**src/rtl/lsu_pkg.sv**
```systemverilog
// lsu_pkg -- shared op codes, sizes, exception causes and FSM states for the load/store unit (rev 1.0)
`default_nettype none

package lsu_pkg;

   localparam logic [2:0] OP_LB   = 3'b000;
   localparam logic [2:0] OP_LH   = 3'b001;
   localparam logic [2:0] OP_LW   = 3'b010;
   localparam logic [2:0] OP_IDLE = 3'b011;
   localparam logic [2:0] OP_SB   = 3'b100;
   localparam logic [2:0] OP_SH   = 3'b101;
   localparam logic [2:0] OP_SW   = 3'b111;

   localparam logic [1:0] SZ_BYTE = 2'b00;
   localparam logic [1:0] SZ_HALF = 2'b01;
   localparam logic [1:0] SZ_WORD = 2'b10;
   localparam logic [1:0] SZ_ILL  = 2'b11;

   localparam logic [1:0] CAUSE_NONE     = 2'b00;
   localparam logic [1:0] CAUSE_MISALIGN = 2'b01;
   localparam logic [1:0] CAUSE_ACCESS   = 2'b10;
   localparam logic [1:0] CAUSE_ILLEGAL  = 2'b11;

   typedef enum logic [1:0] {
      ST_IDLE  = 2'd0,
      ST_LOAD  = 2'd1,
      ST_STORE = 2'd2,
      ST_RESP  = 2'd3
   } lsu_state_t;

   // Only meaningful for sizes that passed the legality check.
   function automatic logic [2:0] op_code_of(input logic store, input logic [1:0] size);
      logic [2:0] op;
      op = OP_IDLE;
      case ({store, size})
         {1'b0, SZ_BYTE}: op = OP_LB;
         {1'b0, SZ_HALF}: op = OP_LH;
         {1'b0, SZ_WORD}: op = OP_LW;
         {1'b1, SZ_BYTE}: op = OP_SB;
         {1'b1, SZ_HALF}: op = OP_SH;
         {1'b1, SZ_WORD}: op = OP_SW;
         default:         op = OP_IDLE;
      endcase
      return op;
   endfunction

endpackage

`default_nettype wire

```
**src/rtl/lsu_addr_check.sv**
```systemverilog
// lsu_addr_check -- combinational legality, region and alignment check of a memory request (rev 1.0)
`default_nettype none

module lsu_addr_check
   import lsu_pkg::*;
(
   input  logic [1:0]  size,
   input  logic [31:0] addr,
   input  logic        load,
   input  logic        store,
   output logic        fault,
   output logic [1:0]  cause
);

   logic region_ok;
   logic unused_addr_bits;

   // Only the two data-RAM windows 0x400-0x7FF and 0x800-0xBFF are mapped.
   assign region_ok        = (addr[11:10] == 2'b01) || (addr[11:10] == 2'b10);
   assign unused_addr_bits = ^addr[13:12];

   always_comb begin
      fault = 1'b1;
      cause = CAUSE_NONE;
      if ((load && store) || (size == SZ_ILL)) begin
         cause = CAUSE_ILLEGAL;
      end else if ((addr[31:14] != 18'd0) || !region_ok) begin
         cause = CAUSE_ACCESS;
      end else if (((size == SZ_HALF) && addr[0]) ||
                   ((size == SZ_WORD) && (addr[1:0] != 2'b00))) begin
         cause = CAUSE_MISALIGN;
      end else begin
         fault = 1'b0;
      end
   end

endmodule

`default_nettype wire

```
**src/rtl/lsu_ctrl.sv**
```systemverilog
// lsu_ctrl -- load/store control stage: checks a request, holds it on the memory port, returns load data (rev 1.0)
`default_nettype none

module lsu_ctrl
   import lsu_pkg::*;
#(
   parameter int LOAD_LAT  = 3,
   parameter int STORE_LAT = 3,
   parameter int CNT_W     = 2
) (
   input  logic        clk,
   input  logic        rst,
   input  logic        ex_valid,
   output logic        ex_ready,
   input  logic        ex_load,
   input  logic        ex_store,
   input  logic [1:0]  ex_size,
   input  logic [31:0] ex_addr,
   input  logic [31:0] ex_wdata,
   input  logic [4:0]  ex_rd,
   output logic [2:0]  mem_op_code,
   output logic [13:0] mem_rwaddr,
   output logic [31:0] mem_wdata,
   output logic        mem_stall,
   input  logic [31:0] mem_rdata,
   output logic        wb_valid,
   output logic [4:0]  wb_rd,
   output logic [31:0] wb_data,
   output logic        store_done,
   output logic        exc_valid,
   output logic [1:0]  exc_cause,
   output logic [31:0] exc_addr
);

   lsu_state_t       state, state_n;
   logic [CNT_W-1:0] cnt, cnt_n;
   logic             resp_load, resp_load_n;
   logic [4:0]       rd_lat, rd_lat_n;

   logic             ready_n, stall_n, wb_valid_n, store_done_n, exc_valid_n;
   logic [2:0]       op_n;
   logic [13:0]      rwaddr_n;
   logic [31:0]      wdata_n, wb_data_n, exc_addr_n;
   logic [4:0]       wb_rd_n;
   logic [1:0]       exc_cause_n;

   logic             chk_fault;
   logic [1:0]       chk_cause;
   logic             accept;

   lsu_addr_check u_addr_check (
      .size  (ex_size),
      .addr  (ex_addr),
      .load  (ex_load),
      .store (ex_store),
      .fault (chk_fault),
      .cause (chk_cause)
   );

   // A valid with neither load nor store set is not a request at all.
   assign accept = ex_valid && ex_ready && (ex_load || ex_store);

   always_comb begin
      state_n      = state;
      cnt_n        = cnt;
      resp_load_n  = resp_load;
      rd_lat_n     = rd_lat;
      op_n         = mem_op_code;
      rwaddr_n     = mem_rwaddr;
      wdata_n      = mem_wdata;
      stall_n      = mem_stall;
      wb_valid_n   = 1'b0;
      wb_rd_n      = wb_rd;
      wb_data_n    = wb_data;
      store_done_n = 1'b0;
      exc_valid_n  = 1'b0;
      exc_cause_n  = exc_cause;
      exc_addr_n   = exc_addr;

      case (state)
         ST_IDLE: begin
            if (accept) begin
               if (chk_fault) begin
                  state_n     = ST_RESP;
                  resp_load_n = 1'b0;
                  exc_valid_n = 1'b1;
                  exc_cause_n = chk_cause;
                  exc_addr_n  = ex_addr;
               end else begin
                  state_n     = ex_load ? ST_LOAD : ST_STORE;
                  cnt_n       = CNT_W'(1);
                  resp_load_n = ex_load;
                  rd_lat_n    = ex_rd;
                  op_n        = op_code_of(ex_store, ex_size);
                  rwaddr_n    = ex_addr[13:0];
                  stall_n     = 1'b0;
                  if (ex_store) begin
                     wdata_n = ex_wdata;
                  end
               end
            end
         end
         ST_LOAD: begin
            if (cnt == CNT_W'(LOAD_LAT)) begin
               state_n = ST_RESP;
               cnt_n   = '0;
               op_n    = OP_IDLE;
               stall_n = 1'b1;
            end else begin
               cnt_n = cnt + CNT_W'(1);
            end
         end
         ST_STORE: begin
            if (cnt == CNT_W'(STORE_LAT)) begin
               state_n      = ST_IDLE;
               cnt_n        = '0;
               op_n         = OP_IDLE;
               stall_n      = 1'b1;
               store_done_n = 1'b1;
            end else begin
               cnt_n = cnt + CNT_W'(1);
            end
         end
         ST_RESP: begin
            // Load data is valid on mem_rdata during this cycle; faults just drain.
            state_n = ST_IDLE;
            if (resp_load) begin
               wb_valid_n = 1'b1;
               wb_data_n  = mem_rdata;
               wb_rd_n    = rd_lat;
            end
         end
         default: begin
            state_n = ST_IDLE;
            cnt_n   = '0;
            op_n    = OP_IDLE;
            stall_n = 1'b1;
         end
      endcase

      ready_n = (state_n == ST_IDLE);
   end

   always_ff @(posedge clk) begin
      if (rst) begin
         state       <= ST_IDLE;
         cnt         <= '0;
         resp_load   <= 1'b0;
         rd_lat      <= '0;
         ex_ready    <= 1'b1;
         mem_op_code <= OP_IDLE;
         mem_rwaddr  <= '0;
         mem_wdata   <= '0;
         mem_stall   <= 1'b1;
         wb_valid    <= 1'b0;
         wb_rd       <= '0;
         wb_data     <= '0;
         store_done  <= 1'b0;
         exc_valid   <= 1'b0;
         exc_cause   <= CAUSE_NONE;
         exc_addr    <= '0;
      end else begin
         state       <= state_n;
         cnt         <= cnt_n;
         resp_load   <= resp_load_n;
         rd_lat      <= rd_lat_n;
         ex_ready    <= ready_n;
         mem_op_code <= op_n;
         mem_rwaddr  <= rwaddr_n;
         mem_wdata   <= wdata_n;
         mem_stall   <= stall_n;
         wb_valid    <= wb_valid_n;
         wb_rd       <= wb_rd_n;
         wb_data     <= wb_data_n;
         store_done  <= store_done_n;
         exc_valid   <= exc_valid_n;
         exc_cause   <= exc_cause_n;
         exc_addr    <= exc_addr_n;
      end
   end

   always_ff @(posedge clk) begin
      if (!rst) begin
         assert ((2 ** CNT_W) > LOAD_LAT && (2 ** CNT_W) > STORE_LAT);
         assert (state != ST_LOAD  || (cnt != '0 && cnt <= CNT_W'(LOAD_LAT)));
         assert (state != ST_STORE || (cnt != '0 && cnt <= CNT_W'(STORE_LAT)));
      end
   end

endmodule

`default_nettype wire

```
**config.mk**
```make
export PLATFORM = sky130hd
export DESIGN_NAME = lsu_ctrl
export DESIGN_NICKNAME = d
export VERILOG_FILES = /design/src/rtl/lsu_pkg.sv /design/src/rtl/lsu_addr_check.sv /design/src/rtl/lsu_ctrl.sv
export SDC_FILE = /design/constraint.sdc
export NUM_CORES = 1
export LEC_CHECK = 0
export ABC_CLOCK_PERIOD_IN_PS = 3100
export BUFFER_PORTS_ARGS = -buffer_cell sky130_fd_sc_hd__buf_2
export CAP_MARGIN = 5
export CORE_UTILIZATION = 50
export CTS_BUF_LIST = sky130_fd_sc_hd__clkbuf_16
export DETAILED_ROUTE_END_ITERATION = 10
export PLACE_DENSITY = 0.85
export SYNTH_ARGS = -nofsm -noshare
export SYNTH_HDL_FRONTEND = slang
export SYNTH_HIERARCHICAL = 1
export SYNTH_SLANG_ARGS = --single-unit
```
**constraint.sdc**
```tcl
create_clock -name clk -period 3.1 [get_ports clk]
set_input_delay 0.155 -clock clk [delete_from_list [all_inputs] [get_ports clk]]
set_output_delay 0.155 -clock clk [all_outputs]
set_load 0.005 [all_outputs]
```
==> qor.yml <==
floorplan:
  core_region_area_sq_mm: 0.00977
  die_w_um: 102
  ioPinCount: 233
  placementRows: 36
  die_h_um: 102
  fp.dieArea_sq_mm: 0.0105
  start_util: 0.515
global_routing:
  grt.total_usage: 0.313
  grt_pass1_vias: 5390
  grt_antenna_before_repair: 0
  grt_start_max_net_pins: 73
  grt_pass1_wl_um: 25200
  grt_overflow_total: 0
setup_path:
  r2r_slack_ps: 990
  startpoint_type: "input port"
  r2r-end: "rd_lat[2]$_SDFFE_PP0P_"
  r2r-start: "state[1]$_SDFF_PP0_"
  critPathMaxFanout: 19
  end_kind: "flip-flop"
  cp.arrival_ps: 3120
  crit_type: "input port to flip-flop"
  rr_worst_depth: 6
  required_ps: 3340
drt:
  viasPerCell: 5.18
  drtIter0Drc: 226
  postRouteAntennaNets: 0
  wl_per_cell_um: 15.6
  drtPass1Iterations: 5
  drt_drc_violations_left: 0
  finalWirelength_um: 16900
  num_vias: 5625
clocking:
  cts_tree: "built"
  htree_num_levels: 4
  cts.sinks: 135
  clkLatencyLatePin_ps: 400
  clock-root-buffer: "clkbuf_16"
  clk_path_buf_depth: 2
  post_cts_buffers: 0
  ctsHoldBuffers: 90
  clk_pin_slew_ps: 60
  cts-buffers-inserted: 17
  cts_resized: 0
placement:
  dp_hpwl_um: 8800
  gp_congestion: 0.823
  io_buffers: 232
finish:
  fillers: 642
  syn_to_final_growth_pct: 53.5
  final_nets: 1053
  drive_above_1_share: 0.295
timing:
  fin_skew_ps: 9.09
  period_needed_ps: 2870
  tightest_slew_ps: 741
  fin_setup_tns_ps: 0
  slew_viol_final: 0
  finalSetupViolCount: 0
  timing.final.hold_violations: 0
  fin_crit_sh: 0.926
  max_freq_ghz: 0.348
  rsz0062_at_grt: "false"
  slew_headroom: 0.506
synth:
  synth.largest_area_cell: "dfxtp_1"
  syn_inst: 630
  yosysMostFrequentCell: "nand2_1"
  synthArstFlopShare: 0
  synthTopCellsByArea: "dfxtp_1 54%, nand2_1 19%, a21oi_1 13%, buf_6 1.6%, clkbuf_1 1.6%"
  synth_warnings: 6
  synth-edff-count: 0
  synth_nets: 744
  yosysSeqAreaShare: 0.537
  synth_commonest_cells: "256 x nand2_1, 135 x dfxtp_1, 127 x a21oi_1"
  netlist.area_leader.share: 0.537
  synth_area_sq_mm: 0.00503
  synth-seq-cells: 135
  synth.distinct_cells: 41
  ys.flop_type: "dfxtp_1"
  synth.avg_cell_area_sq_um: 7.99
worst_hold_path:
  min_to: "exc_addr[29]$_SDFFE_PP0P_"
  min_path_type: "input port to flip-flop"
  hold_path_startpoint: "ex_addr[29]"
  hold_depth: 3
power:
  p_leak_nw: 3.41
  peakVddDrop_mv: 0.385
  power_density_mw_per_mm2: 584
  power.total_mw: 4.51
job:
  max_cap_violations: 0
run_status:
  status: "complete, no violations"
==> cell type report <==
cell class,count,area [sq um],area share
Sequential cell,135,2700,0.350
Timing Repair Buffer,332,2150,0.279
Multi-Input combinational cell,449,2110,0.273
Clock buffer,17,425,0.0551
Tap cell,133,166,0.0215
Clock inverter,14,150,0.0194
Inverter,4,15.0,0.00194
Antenna cell,1,2.50,0.000324
==> layout by cell type (no fill, tap or decap), drive strengths merged, types with 2 or more instances in the layout <==
cell type / n
a21oi: 127
dfxtp: 135
o31ai: 2
clkinvlp: 2
nand2b: 3
clkinv: 6
nand3: 2
inv: 8
o22ai: 2
or3b: 2
o21ai: 3
or3: 2
nand2: 256
mux2i: 4
buf: 242
nand4: 2
nor3b: 2
clkbuf: 17
dlygate4sd3: 90
nor4: 4
bufinv: 2
o21a: 2
ha: 6
nor3: 4
nor2: 11
==> metrics by stage <==
stage / cell area, sq um / hold slack (ps) / setup slack [ps] / instances / util
2_1_floorplan: 5030 / 291 / 1030 / 630 / -
3_3_place_gp: 6240 / 395 / 612 / 963 / 0.639
3_5_place_dp: 6240 / 402 / 548 / 963 / 0.639
4_1_cts: 7720 / 0.696 / 372 / 1084 / 0.790
5_1_grt: 7720 / 8.15 / 187 / 1084 / 0.790
6_report: 7720 / 20.2 / 229 / 1085 / 0.790
==> sequential cells by signal, indices dropped and copies added (netlist names), 3 cells and up <==
name / flops
mem_wdata: 32
wb_data: 32
rd_lat: 5
mem_op_code: 3
mem_rwaddr: 14
exc_addr: 32
wb_rd: 5
==> power by group <==
part / internal [mW] / total, mW / switching, mW
Combinational: 0.311 / 0.667 / 0.356
Clock: 1.19 / 1.97 / 0.780
Sequential: 1.82 / 1.87 / 0.0537
Total: 3.32 / 4.51 / 1.19
==> cells by family after synthesis <==
kind of cell    Yosys count  share of synthesized area
mux                       4                    0.00796
simple gates            292                      0.236
flops                   135                      0.537
xor+xnor                  1                    0.00174
fa+ha+maj                 6                     0.0149
compound gates          146                      0.155
buf+inv                  46                     0.0472
==> per-layer routing <==
layer	vias up	wire (um)	GRT usage
met4	0	714	0.198
met2	292	8480	0.543
li1	2682	-	-
met5	-	0	0
met1	2585	6320	0.327
met3	66	1380	0.105
==> how the worst max path moves through the flow <==
stage	startpoint	endpoint	cells after the start
final	ex_addr[21]	rd_lat[2]$_SDFFE_PP0P_	8
after global routing	ex_addr[27]	rd_lat[2]$_SDFFE_PP0P_	8
after CTS	ex_addr[14]	mem_rwaddr[5]$_SDFFE_PP0P_	8
after detailed placement	ex_addr[14]	mem_rwaddr[4]$_SDFFE_PP0P_	7
after global placement	ex_addr[14]	mem_rwaddr[2]$_SDFFE_PP0P_	7
after floorplan	ex_addr[15]	mem_rwaddr[2]$_SDFFE_PP0P_	9
==> worst max-delay path, cell delays in order <==
cell,delay [ps]
dlygate4sd3_1,560
buf_2,140
nor4_1,350
nand4_1,230
or4_1,640
or3_1,720
nand2_1,210
a21oi_1,100
Note: power is estimated with default switching activity, not from simulation.
